--- config.mk ---
export PLATFORM = sky130hd
export DESIGN_NAME = byte_packer
export DESIGN_NICKNAME = d
export VERILOG_FILES = /design/src/rtl/handshake_pkg.sv /design/src/rtl/word_slot.sv /design/src/rtl/byte_packer.sv
export SDC_FILE = /design/constraint.sdc
export NUM_CORES = 1
export LEC_CHECK = 0
export CORE_MARGIN = 4
export CORE_UTILIZATION = 35
export DETAILED_ROUTE_END_ITERATION = 7
export SYNTH_ARGS = -nofsm -noshare
export SYNTH_HDL_FRONTEND = slang
export SYNTH_SLANG_ARGS = --single-unit
--- constraint.sdc ---
create_clock -name clk -period 4.28 [get_ports clk]
set_clock_uncertainty 0.05 [all_clocks]
set_input_delay 0.428 -clock clk [delete_from_list [all_inputs] [get_ports clk]]
set_output_delay 0.428 -clock clk [all_outputs]
set_load 0.05 [all_outputs]
--- src/rtl/handshake_pkg.sv ---
// Shared definitions for the byte-stream width converters: byte width and
// helpers for building keep masks and writing a byte into a word lane.
package handshake_pkg;

    localparam int BYTE_W    = 8;
    localparam int MAX_LANES = 16;
    localparam int MAX_W     = BYTE_W * MAX_LANES;

    // Contiguous keep mask with lanes 0..n set.
    function automatic logic [MAX_LANES-1:0] keep_mask(input int n);
        logic [MAX_LANES-1:0] m;
        m = '0;
        for (int i = 0; i < MAX_LANES; i++) begin
            if (i <= n) begin
                m[i] = 1'b1;
            end
        end
        return m;
    endfunction

    // Return word with lane 'lane' replaced by byte b; other lanes untouched.
    function automatic logic [MAX_W-1:0] lane_write(input logic [MAX_W-1:0] word,
                                                    input int lane,
                                                    input logic [BYTE_W-1:0] b);
        logic [MAX_W-1:0] w;
        w = word;
        for (int i = 0; i < MAX_LANES; i++) begin
            if (i == lane) begin
                w[i*BYTE_W +: BYTE_W] = b;
            end
        end
        return w;
    endfunction

endpackage

--- src/rtl/word_slot.sv ---
// One word-wide holding register (data, keep, last, valid). Load takes the
// inputs wholesale, clear empties the slot, drain only drops valid so the
// data stays put.
module word_slot
    import handshake_pkg::*;
#(
    parameter int LANES = 4
) (
    input  logic                      clk,
    input  logic                      rst_n,
    input  logic                      load_i,
    input  logic                      clear_i,
    input  logic                      drain_i,
    input  logic [BYTE_W*LANES-1:0]   data_i,
    input  logic [LANES-1:0]          keep_i,
    input  logic                      last_i,
    input  logic                      valid_i,
    output logic [BYTE_W*LANES-1:0]   data_o,
    output logic [LANES-1:0]          keep_o,
    output logic                      last_o,
    output logic                      valid_o
);

    logic [BYTE_W*LANES-1:0] data_q;
    logic [LANES-1:0]        keep_q;
    logic                    last_q;
    logic                    valid_q;

    // Slot register: load has priority over clear, clear over drain.
    always_ff @(posedge clk or negedge rst_n) begin
        if (!rst_n) begin
            data_q  <= '0;
            keep_q  <= '0;
            last_q  <= 1'b0;
            valid_q <= 1'b0;
        end else if (load_i) begin
            data_q  <= data_i;
            keep_q  <= keep_i;
            last_q  <= last_i;
            valid_q <= valid_i;
        end else if (clear_i) begin
            data_q  <= '0;
            keep_q  <= '0;
            last_q  <= 1'b0;
            valid_q <= 1'b0;
        end else if (drain_i) begin
            valid_q <= 1'b0;
        end
    end

    assign data_o  = data_q;
    assign keep_o  = keep_q;
    assign last_o  = last_q;
    assign valid_o = valid_q;

endmodule

--- src/rtl/byte_packer.sv ---
// Packs a valid/ready byte stream into BYTES-wide little-endian words with a
// keep mask and last flag. An assembly slot collects bytes and can hold one
// finished word while the output slot is stalled; the output slot drives
// the downstream port directly.
module byte_packer
    import handshake_pkg::*;
#(
    parameter int BYTES = 4
) (
    input  logic                    clk,
    input  logic                    rst_n,
    input  logic [BYTE_W-1:0]       up_data,
    input  logic                    up_valid,
    input  logic                    up_last,
    output logic                    up_ready,
    output logic [BYTE_W*BYTES-1:0] down_data,
    output logic [BYTES-1:0]        down_keep,
    output logic                    down_last,
    output logic                    down_valid,
    input  logic                    down_ready
);

    localparam int CNT_W = (BYTES > 1) ? $clog2(BYTES) : 1;
    localparam int DW    = BYTE_W * BYTES;

    logic [CNT_W-1:0] cnt_q, cnt_d;

    logic [DW-1:0]    asmData;
    logic [BYTES-1:0] asmKeep;
    logic             asmLast;
    logic             asmFull;

    logic             outValid;

    logic             accept;
    logic             wordDone;
    logic             outFree;
    logic [DW-1:0]    doneData;
    logic [BYTES-1:0] doneKeep;

    logic             asmLoad, asmClear, asmValidIn, asmLastIn;
    logic             outLoad, outDrain;
    logic [DW-1:0]    outDataIn;
    logic [BYTES-1:0] outKeepIn;
    logic             outLastIn;

    assign up_ready = ~asmFull;
    assign accept   = up_valid & up_ready;
    assign wordDone = accept & ((cnt_q == CNT_W'(BYTES-1)) | up_last);
    assign outFree  = ~outValid | down_ready;

    // The assembly word with the incoming byte already placed in lane cnt.
    assign doneData = DW'(lane_write(MAX_W'(asmData), int'(cnt_q), up_data));
    assign doneKeep = BYTES'(keep_mask(int'(cnt_q)));

    // Lane counter: advances per accepted byte, restarts when a word closes.
    always_ff @(posedge clk or negedge rst_n) begin
        if (!rst_n) begin
            cnt_q <= '0;
        end else begin
            cnt_q <= cnt_d;
        end
    end

    // Next lane for the following byte.
    always_comb begin
        cnt_d = cnt_q;
        if (wordDone) begin
            cnt_d = '0;
        end else if (accept) begin
            cnt_d = cnt_q + 1'b1;
        end
    end

    // Assembly slot control: accumulate lanes, park a finished word when the
    // output is stalled, and empty once its contents move downstream.
    always_comb begin
        asmLoad    = 1'b0;
        asmClear   = 1'b0;
        asmValidIn = 1'b0;
        asmLastIn  = 1'b0;
        if (asmFull && outFree) begin
            asmClear = 1'b1;
        end else if (wordDone && outFree) begin
            asmClear = 1'b1;
        end else if (wordDone) begin
            asmLoad    = 1'b1;
            asmValidIn = 1'b1;
            asmLastIn  = up_last;
        end else if (accept) begin
            asmLoad = 1'b1;
        end
    end

    // Output slot control: take a parked word first, otherwise the word that
    // closes this cycle; a plain handshake just drops valid.
    always_comb begin
        outLoad   = 1'b0;
        outDataIn = doneData;
        outKeepIn = doneKeep;
        outLastIn = up_last;
        if (asmFull && outFree) begin
            outLoad   = 1'b1;
            outDataIn = asmData;
            outKeepIn = asmKeep;
            outLastIn = asmLast;
        end else if (wordDone && outFree) begin
            outLoad = 1'b1;
        end
        outDrain = outValid & down_ready;
    end

    word_slot #(.LANES(BYTES)) u_asm (
        .clk     (clk),
        .rst_n   (rst_n),
        .load_i  (asmLoad),
        .clear_i (asmClear),
        .drain_i (1'b0),
        .data_i  (doneData),
        .keep_i  (doneKeep),
        .last_i  (asmLastIn),
        .valid_i (asmValidIn),
        .data_o  (asmData),
        .keep_o  (asmKeep),
        .last_o  (asmLast),
        .valid_o (asmFull)
    );

    word_slot #(.LANES(BYTES)) u_out (
        .clk     (clk),
        .rst_n   (rst_n),
        .load_i  (outLoad),
        .clear_i (1'b0),
        .drain_i (outDrain),
        .data_i  (outDataIn),
        .keep_i  (outKeepIn),
        .last_i  (outLastIn),
        .valid_i (1'b1),
        .data_o  (down_data),
        .keep_o  (down_keep),
        .last_o  (down_last),
        .valid_o (outValid)
    );

    assign down_valid = outValid;

endmodule

==> results.cfg, run 1 <==
[cts]
ctsResizeCount = 0
path_clk_slew_ps = 60
cts_setup_buffers = 0
root_buffer = clkbuf_16
holdBufCountCts = 0
htree_levels = 3
cts_tree = built
cts_sinks = 78
clk-insertion-delay-late_ps = 330
cts_buffer_depth = 2
cts_buffers = 9

[finish]
final_cells = 513
area_growth_pct = 19.6
nets = 389
nFillCells = 1028
diodes = 0
drive_above_1_share_pct = 24.1
design_area_sq_um = 4830

[worst_setup_path]
r2r_start = u_asm.valid_o
reg2regPathDepth = 4
cpLargestDelayFamily = buffers and inverters
cp.required_ps = 3800
crit_type = reg2out
cp_num_buf_inv = 3
end_kind = primary output
critical_path.cell_chain = inv_1 -> buf_4 -> clkdlybuf4s50_1
reg2reg_slack_ps = 1690
cpMaxStageDelayCell = clkdlybuf4s50_1
crit_cells = 3
startpoint = u_asm.valid_o
start_kind = register
cp.arrival_ps = 2500
worstReg2RegEnd = u_out.data_o[2]
slowest_delay_ps = 840
critPathMaxFanout = 17

[placed_design]
hpwl_mm = 6.09
dpl.cell_count = 500
dpl-instance-area_sq_um = 4590
place_worst_setup_slack_ps = 1520
port_buffers = 51
gp_congestion = 0.759

[grt]
grt_start_max_net_pins = 79
antenna_found_initial = 0
grt_overflow = 0
grt_use_total_pct = 15.3
grt_pass1_wl_mm = 15.9
grt_pass1_vias = 2900

[detailed_routing]
detail_route.first_pass.iterations = 4
drt_iter0_drc = 203
drcViolationCount = 0
met1Wirelength_mm = 4.66
top_layer = met4
wire_per_inst_microns = 19.0
wl_met2_mm = 4.41
wl_mm = 9.77
viasPerCell = 5.83
postRouteAntennaNets = 0
route.met3.wl_microns = 555
vias = 2993

[synth]
synth_top_cell_area_share_pct = 48.3
synth_edf_count = 0
ys_top_cells_by_area = dfrtp_1 48%, mux2_2 18%, o2111ai_1 10%
ys.flop_type = dfrtp_1
synth_common_cells = 78 x dfrtp_1, 63 x mux2_2, 48 x o2111ai_1
yosys.area.top_type = dfrtp_1
yosysMostFrequentCell = dfrtp_1
ys_seq_area_share_pct = 48.3
ys_ff_latch = 78
synthesis.nets = 359
synth_cell_type_count = 34
synth_area_sq_um = 4040
syn_avg_cell_area_sq_um = 11.8
ys_warn_count = 0
synthArstFlopShare_pct = 100
synth_cells = 341

[timing]
finalWorstSetupSlack_ps = 1300
setup_viol = 0
timing.hold.ws_ps = 217
finalMaxSlewViolations = 0
tightest_slew_ps = 1030
max_freq_mhz = 335
tns_ps = 0
finalCritPeriodShare_pct = 69.7
min_period_ps = 2980
relSlewSlack_pct = 31.5
final-hold-violation-count = 0
rsz0062_at_grt = false

[floorplan]
row_count = 38
io_pins = 52
die_y_microns = 115
initial_core_util_pct = 36.5
die_w_microns = 115
die-area_sq_um = 13300
core_area_sq_um = 11100

[pwr]
power.density_nw_per_um2 = 590
p_leak_nw = 2.07
vdd_drop_max_mv = 0.396

[flow_run]
cap_violations = 0

[run_status]
status = completed

[min_path]
hp-class = in2async
routing by layer:
metal	GRT usage [%]	vias up
met1	22.5	1475
li1	-	1415
met5	0	-
met3	3.45	11
met2	22.0	92
met4	5.95	0
worst max path at each step:
| stage | end | slack (ps) |
|---|---|---|
| 2_1_floorplan | u_out.data_o[0] | 2420 |
| 4_1_cts | up_ready | 1310 |
| 3_5_place_dp | u_out.data_o[2] | 1520 |
| 6_report | up_ready | 1300 |
| 5_1_grt | up_ready | 1180 |
| 3_3_place_gp | u_out.data_o[29] | 1620 |
state kept, by name, summed over array words and instances, names as in the netlist:
signal,flops
u_asm.valid_o,1
u_asm.data_o,32
u_out.data_o,32
cnt_q,2
u_out.last_o,1
u_out.keep_o,4
u_asm.last_o,1
u_asm.keep_o,4
u_out.valid_o,1
layout make-up:
class	count	area, sq um	share of cell area [%]
clock buffer	10	229	4.74
clock inverter	3	15.0	0.311
inverter	8	30.0	0.622
multi-input combinational	218	1880	39.0
sequential	78	1950	40.4
tap	140	175	3.63
timing repair buffer	56	546	11.3
layout by cell type, fill, tap and decap left out, types with 4 or more instances in the layout:
master and n:
dfrtp_1 78, mux2_2 63, clkdlybuf4s50_1 50, o2111ai_1 48
nand3_1 28, o211ai_1 24, clkbuf_16 9, inv_1 8
a22o_1 8, buf_4 6, nand2b_1 5, ha_1 5
o21ai_0 4, nand2_1 4
power by group:
group	total, W	internal, W	leakage [nW]	switching, W
combinational	0.00117	0.000431	0.911	0.000734
sequential	0.00102	0.000913	1.03	0.000107
clock	0.000665	0.000380	0.124	0.000285
total	0.00285	0.00172	2.07	0.00113
cells by family (layout without fill, tap and decap cells):
logic type      after synthesis  after routing  share of synthesized area [%]
fa+ha+maj                     5              5                           1.55
simple gates                 47             47                           6.07
buf+inv                      45             77                           5.36
compound gates              102            102                           20.8
flops                        78             78                           48.3
mux                          64             64                           17.8
through the flow:
stage          util [%]  power, W
6_report           43.6   0.00285
5_1_grt            43.6   0.00299
4_1_cts            43.6   0.00288
3_5_place_dp       41.4   0.00221
3_3_place_gp       41.4   0.00219
2_1_floorplan         -   0.00183
(Power assumes the default switching activity.)
==> run 2: changes to the inputs <==
==> constraint.sdc (replaced) <==
create_clock -name clk -period 2.75 [get_ports clk]
set_clock_uncertainty 0.05 [all_clocks]
set_input_delay 0.275 -clock clk [delete_from_list [all_inputs] [get_ports clk]]
set_output_delay 0.275 -clock clk [all_outputs]
set_load 0.05 [all_outputs]
==> results.cfg, run 2 (same netlist as run 1, synthesis figures left out) <==
[finish]
design_area_sq_um = 4950
diodes = 0
final_cells = 522
final_common_cell = dfrtp_1
drive_above_1_share_pct = 26.2
layout_common_cells = 78 x dfrtp_1, 63 x mux2_2, 50 x clkdlybuf4s50_1
nets = 395
area_growth_pct = 22.6
final_core_utilization_pct = 44.7
nFillCells = 1044

[floorplan]
core_area_sq_um = 11100
initial_core_util_pct = 36.5
die_w_microns = 115
die_y_microns = 115
io_pins = 52
die-area_sq_um = 13300
row_count = 38

[grt]
grt_pass1_vias = 3153
antenna_found_initial = 0
grt_overflow = 0
grt_start_max_net_pins = 79
grt_use_total_pct = 15.6
grt_pass1_wl_mm = 16.6

[timing]
min_period_ps = 2280
max_freq_mhz = 438
final-hold-violation-count = 0
rsz0062_at_grt = false
tns_ps = 0
finalCritPeriodShare_pct = 83.0
finalWorstSetupSlack_ps = 468
tightest_slew_ps = 987
finalMaxSlewViolations = 0
setup_viol = 0
relSlewSlack_pct = 34.2

[worst_setup_path]
worstReg2RegEnd = u_out.data_o[6]
start_kind = register
critPathMaxFanout = 12
reg2reg_slack_ps = 640
cpLargestDelayFamily = buffers and inverters
r2r_start = cnt_q[0]
crit_type = reg2out
cp.arrival_ps = 1960
cp.required_ps = 2420
end_kind = primary output
reg2regPathDepth = 6
slowest_delay_ps = 900
critical_path.cell_chain = inv_1 -> clkdlybuf4s50_1
cpMaxStageDelayCell = clkdlybuf4s50_1
cp_num_buf_inv = 2

[placed_design]
hpwl_mm = 6.33
dpl.cell_count = 506
port_buffers = 51
dpl-instance-area_sq_um = 4640
gp_congestion = 0.810
place_worst_setup_slack_ps = 665

[detailed_routing]
viasPerCell = 5.89
postRouteAntennaNets = 0
drcViolationCount = 0
wl_mm = 10.1
detail_route.first_pass.iterations = 4
vias = 3076
wire_per_inst_microns = 19.3
drt_iter0_drc = 208

[cts]
root_buffer = clkbuf_16
ctsResizeCount = 0
clk-insertion-delay-late_ps = 330
holdBufCountCts = 0
cts_tree = built
cts_setup_buffers = 0
cts_buffer_depth = 2
cts_buffers = 9
htree_levels = 3
path_clk_slew_ps = 60
cts_sinks = 78

[flow_run]
cap_violations = 0

[pwr]
power.density_nw_per_um2 = 937
p_leak_nw = 2.13
vdd_drop_max_mv = 0.480

[min_path]
hp-class = in2async

[run_status]
status = completed
## run 2: cell count changes in the layout (fill, tap and decap cells not counted), sizes merged
cell,before,now
clkinv,3,4
buf,6,12
bufinv,0,1
inv,8,9
## run 2: worst max-delay path by stage
stage	depth (start not counted)	startpoint	end
floorplan	7	cnt_q[0]	u_out.data_o[0]
CTS	2	u_asm.valid_o	up_ready
global placement	6	cnt_q[0]	u_out.data_o[6]
finish	2	u_asm.valid_o	up_ready
detailed placement	5	up_valid	u_out.data_o[24]
global route	2	u_asm.valid_o	up_ready
## run 2: area by class of cell
cell class	instances	area, sq um	area share, %
Sequential cell	78	1950	39.4
Tap cell	140	175	3.54
Timing Repair Buffer	62	603	12.2
Multi-Input combinational cell	218	1880	38.0
Clock inverter	6	70.1	1.41
Inverter	8	30.0	0.606
Clock buffer	10	239	4.83
## run 2: where the power goes
| part | switching (W) | internal, W |
|---|---|---|
| Combinational | 0.00115 | 0.000687 |
| Clock | 0.000486 | 0.000734 |
| Sequential | 0.000162 | 0.00142 |
| Total | 0.00180 | 0.00284 |
## run 2: worst register-to-register path: stages, from the launching register on
cell and delay, ps:
dfrtp_1 400, inv_1 140, ha_1 400, nor2b_1 190
buf_4 190, mux2_2 360, mux2_2 260
## run 2: layer usage
metal	share of wire, %	up-vias	GRT usage (%)
met4	2.3	0	6.42
met1	47	1531	22.4
met2	45	103	23.6
li1	-	1426	-
met5	0	-	0
met3	5.7	16	2.61
## run 2: per-stage QoR
stage,total power (W),hold slack (ps)
after global routing,0.00486,163
final,0.00464,60.9
after CTS,0.00469,110
after detailed placement,0.00345,427
after global placement,0.00342,419
after floorplan,0.00285,-70.6
==> run 3: changes to the inputs <==
==> constraint.sdc (replaced) <==
create_clock -name clk -period 2.4 [get_ports clk]
set_clock_uncertainty 0.05 [all_clocks]
set_input_delay 0.24 -clock clk [delete_from_list [all_inputs] [get_ports clk]]
set_output_delay 0.24 -clock clk [all_outputs]
set_load 0.05 [all_outputs]
==> results.cfg, run 3 (same netlist as run 1, synthesis figures left out) <==
[finish]
final_common_cell = dfrtp_1
final_cells = 526
area_growth_pct = 23.8
diodes = 0
layout_common_cells = 78 x dfrtp_1, 63 x mux2_2, 49 x clkdlybuf4s50_1
nets = 399
nFillCells = 1035
regArea_sq_um = 1950
drive_above_1_share_pct = 26.4
multi_input_area_sq_um = 1880

[cts]
root_buffer = clkbuf_16
cts_sinks = 78
path_clk_slew_ps = 60
htree_levels = 3
cts_buffer_depth = 2
cts_buffers = 9
cts_tree = built
cts_setup_buffers = 0
clk-insertion-delay-late_ps = 340

[timing]
finalMaxSlewViolations = 0
max_freq_mhz = 502
tns_ps = 0
final-hold-violation-count = 0
min_period_ps = 1990
tightest_slew_ps = 541
finalWorstSetupSlack_ps = 409
relSlewSlack_pct = 63.9
finalCritPeriodShare_pct = 83.0
setup_viol = 0
rsz0062_at_grt = false

[placed_design]
port_buffers = 51
place_worst_setup_slack_ps = 368
gp_congestion = 0.759
dpl.cell_count = 509
hpwl_mm = 6.37

[worst_setup_path]
crit_cells = 3
worstReg2RegEnd = u_out.data_o[26]
startpoint = u_asm.valid_o
r2r_start = u_asm.valid_o
cpLargestDelayFamily = multiplexers
critical_path.cell_chain = nand2b_1 -> mux2_2 -> mux2_2
cp.arrival_ps = 2160
reg2reg_slack_ps = 410
crit_type = reg2reg
start_kind = register
cp_num_buf_inv = 0
worst_path_most_repeated_cell = mux2_2
critPathMaxFanout = 15
cp.required_ps = 2570
slowest_delay_ps = 630
reg2regPathDepth = 3
cpMaxStageDelayCell = dfrtp_1
end_kind = register

[min_path]
hp-class = in2async

[detailed_routing]
drcViolationCount = 0
drt_iter0_drc = 200
wire_per_inst_microns = 19.0
wl_mm = 10.0
postRouteAntennaNets = 0
vias = 3051
detail_route.first_pass.iterations = 4
viasPerCell = 5.80

[floorplan]
row_count = 38
io_pins = 52
initial_core_util_pct = 36.5
die-area_sq_um = 13300
die_w_microns = 115
core_area_sq_um = 11100
die_y_microns = 115

[grt]
grt_start_max_net_pins = 57
grt_pass1_wl_mm = 16.8
antenna_found_initial = 0
grt_pass1_vias = 3177
grt_use_total_pct = 16.2
grt_overflow = 0

[flow_run]
cap_violations = 0

[pwr]
vdd_drop_max_mv = 0.838
power.density_nw_per_um2 = 1060
p_leak_nw = 2.15
power_w = 0.00531

[run_status]
status = completed
[run 3: changes by cell type in the layout (fill, tap and decap cells not counted), moves of 2 or more]
cell      delta
buf_12       +2
buf_4        +2
clkbuf_1     +2
clkinv_4     -3
[run 3: timing repair]
| action | CTS | global route |
|---|---|---|
| gates resized for setup | 0 | 0 |
| endpoints found under the hold margin | 30 | 0 |
| hold buffers | 1 | 0 |
[run 3: power by group]
group | internal [W] | switching, W
clock network | 0.000861 | 0.000521
registers | 0.00163 | 0.000190
logic | 0.000802 | 0.00131
total | 0.00329 | 0.00202
[run 3: how the worst max path moves through the flow]
stage                             to  slack, ps
floorplan            u_out.data_o[0]        540
global placement    u_out.data_o[14]        430
detailed placement   u_out.data_o[5]        370
CTS                 u_out.data_o[26]        390
global route        u_out.data_o[26]        300
finish              u_out.data_o[26]        410
[run 3: per-layer routing]
layer  GRT usage, %  part of all wire [%]
met4           4.93                   1.4
met1           22.0                    45
met3           5.12                   5.3
met5              0                     0
met2           24.9                    48
[run 3: final cells by class]
| type | instances | area share [%] |
|---|---|---|
| clock inverter | 3 | 0.851 |
| timing repair buffer | 66 | 13.2 |
| tap | 140 | 3.50 |
| inverter | 8 | 0.600 |
| sequential | 78 | 39.0 |
| multi-input combinational | 218 | 37.7 |
| clock buffer | 13 | 5.20 |
[run 3: stage by stage]
stage,instance area (sq um),hold slack [ps],util [%]
6_report,5000,332,45.1
5_1_grt,5000,372,45.1
4_1_cts,5000,348,45.1
3_5_place_dp,4690,167,42.3
3_3_place_gp,4690,160,42.3
2_1_floorplan,4040,-106,-
[run 3: worst register-to-register path, delay by kind of cell, from the launching register on]
family / cells / cell delay [ps]
multiplexers: 2 / 670
AND/OR/NAND/NOR: 1 / 520
flip-flops: 1 / 630
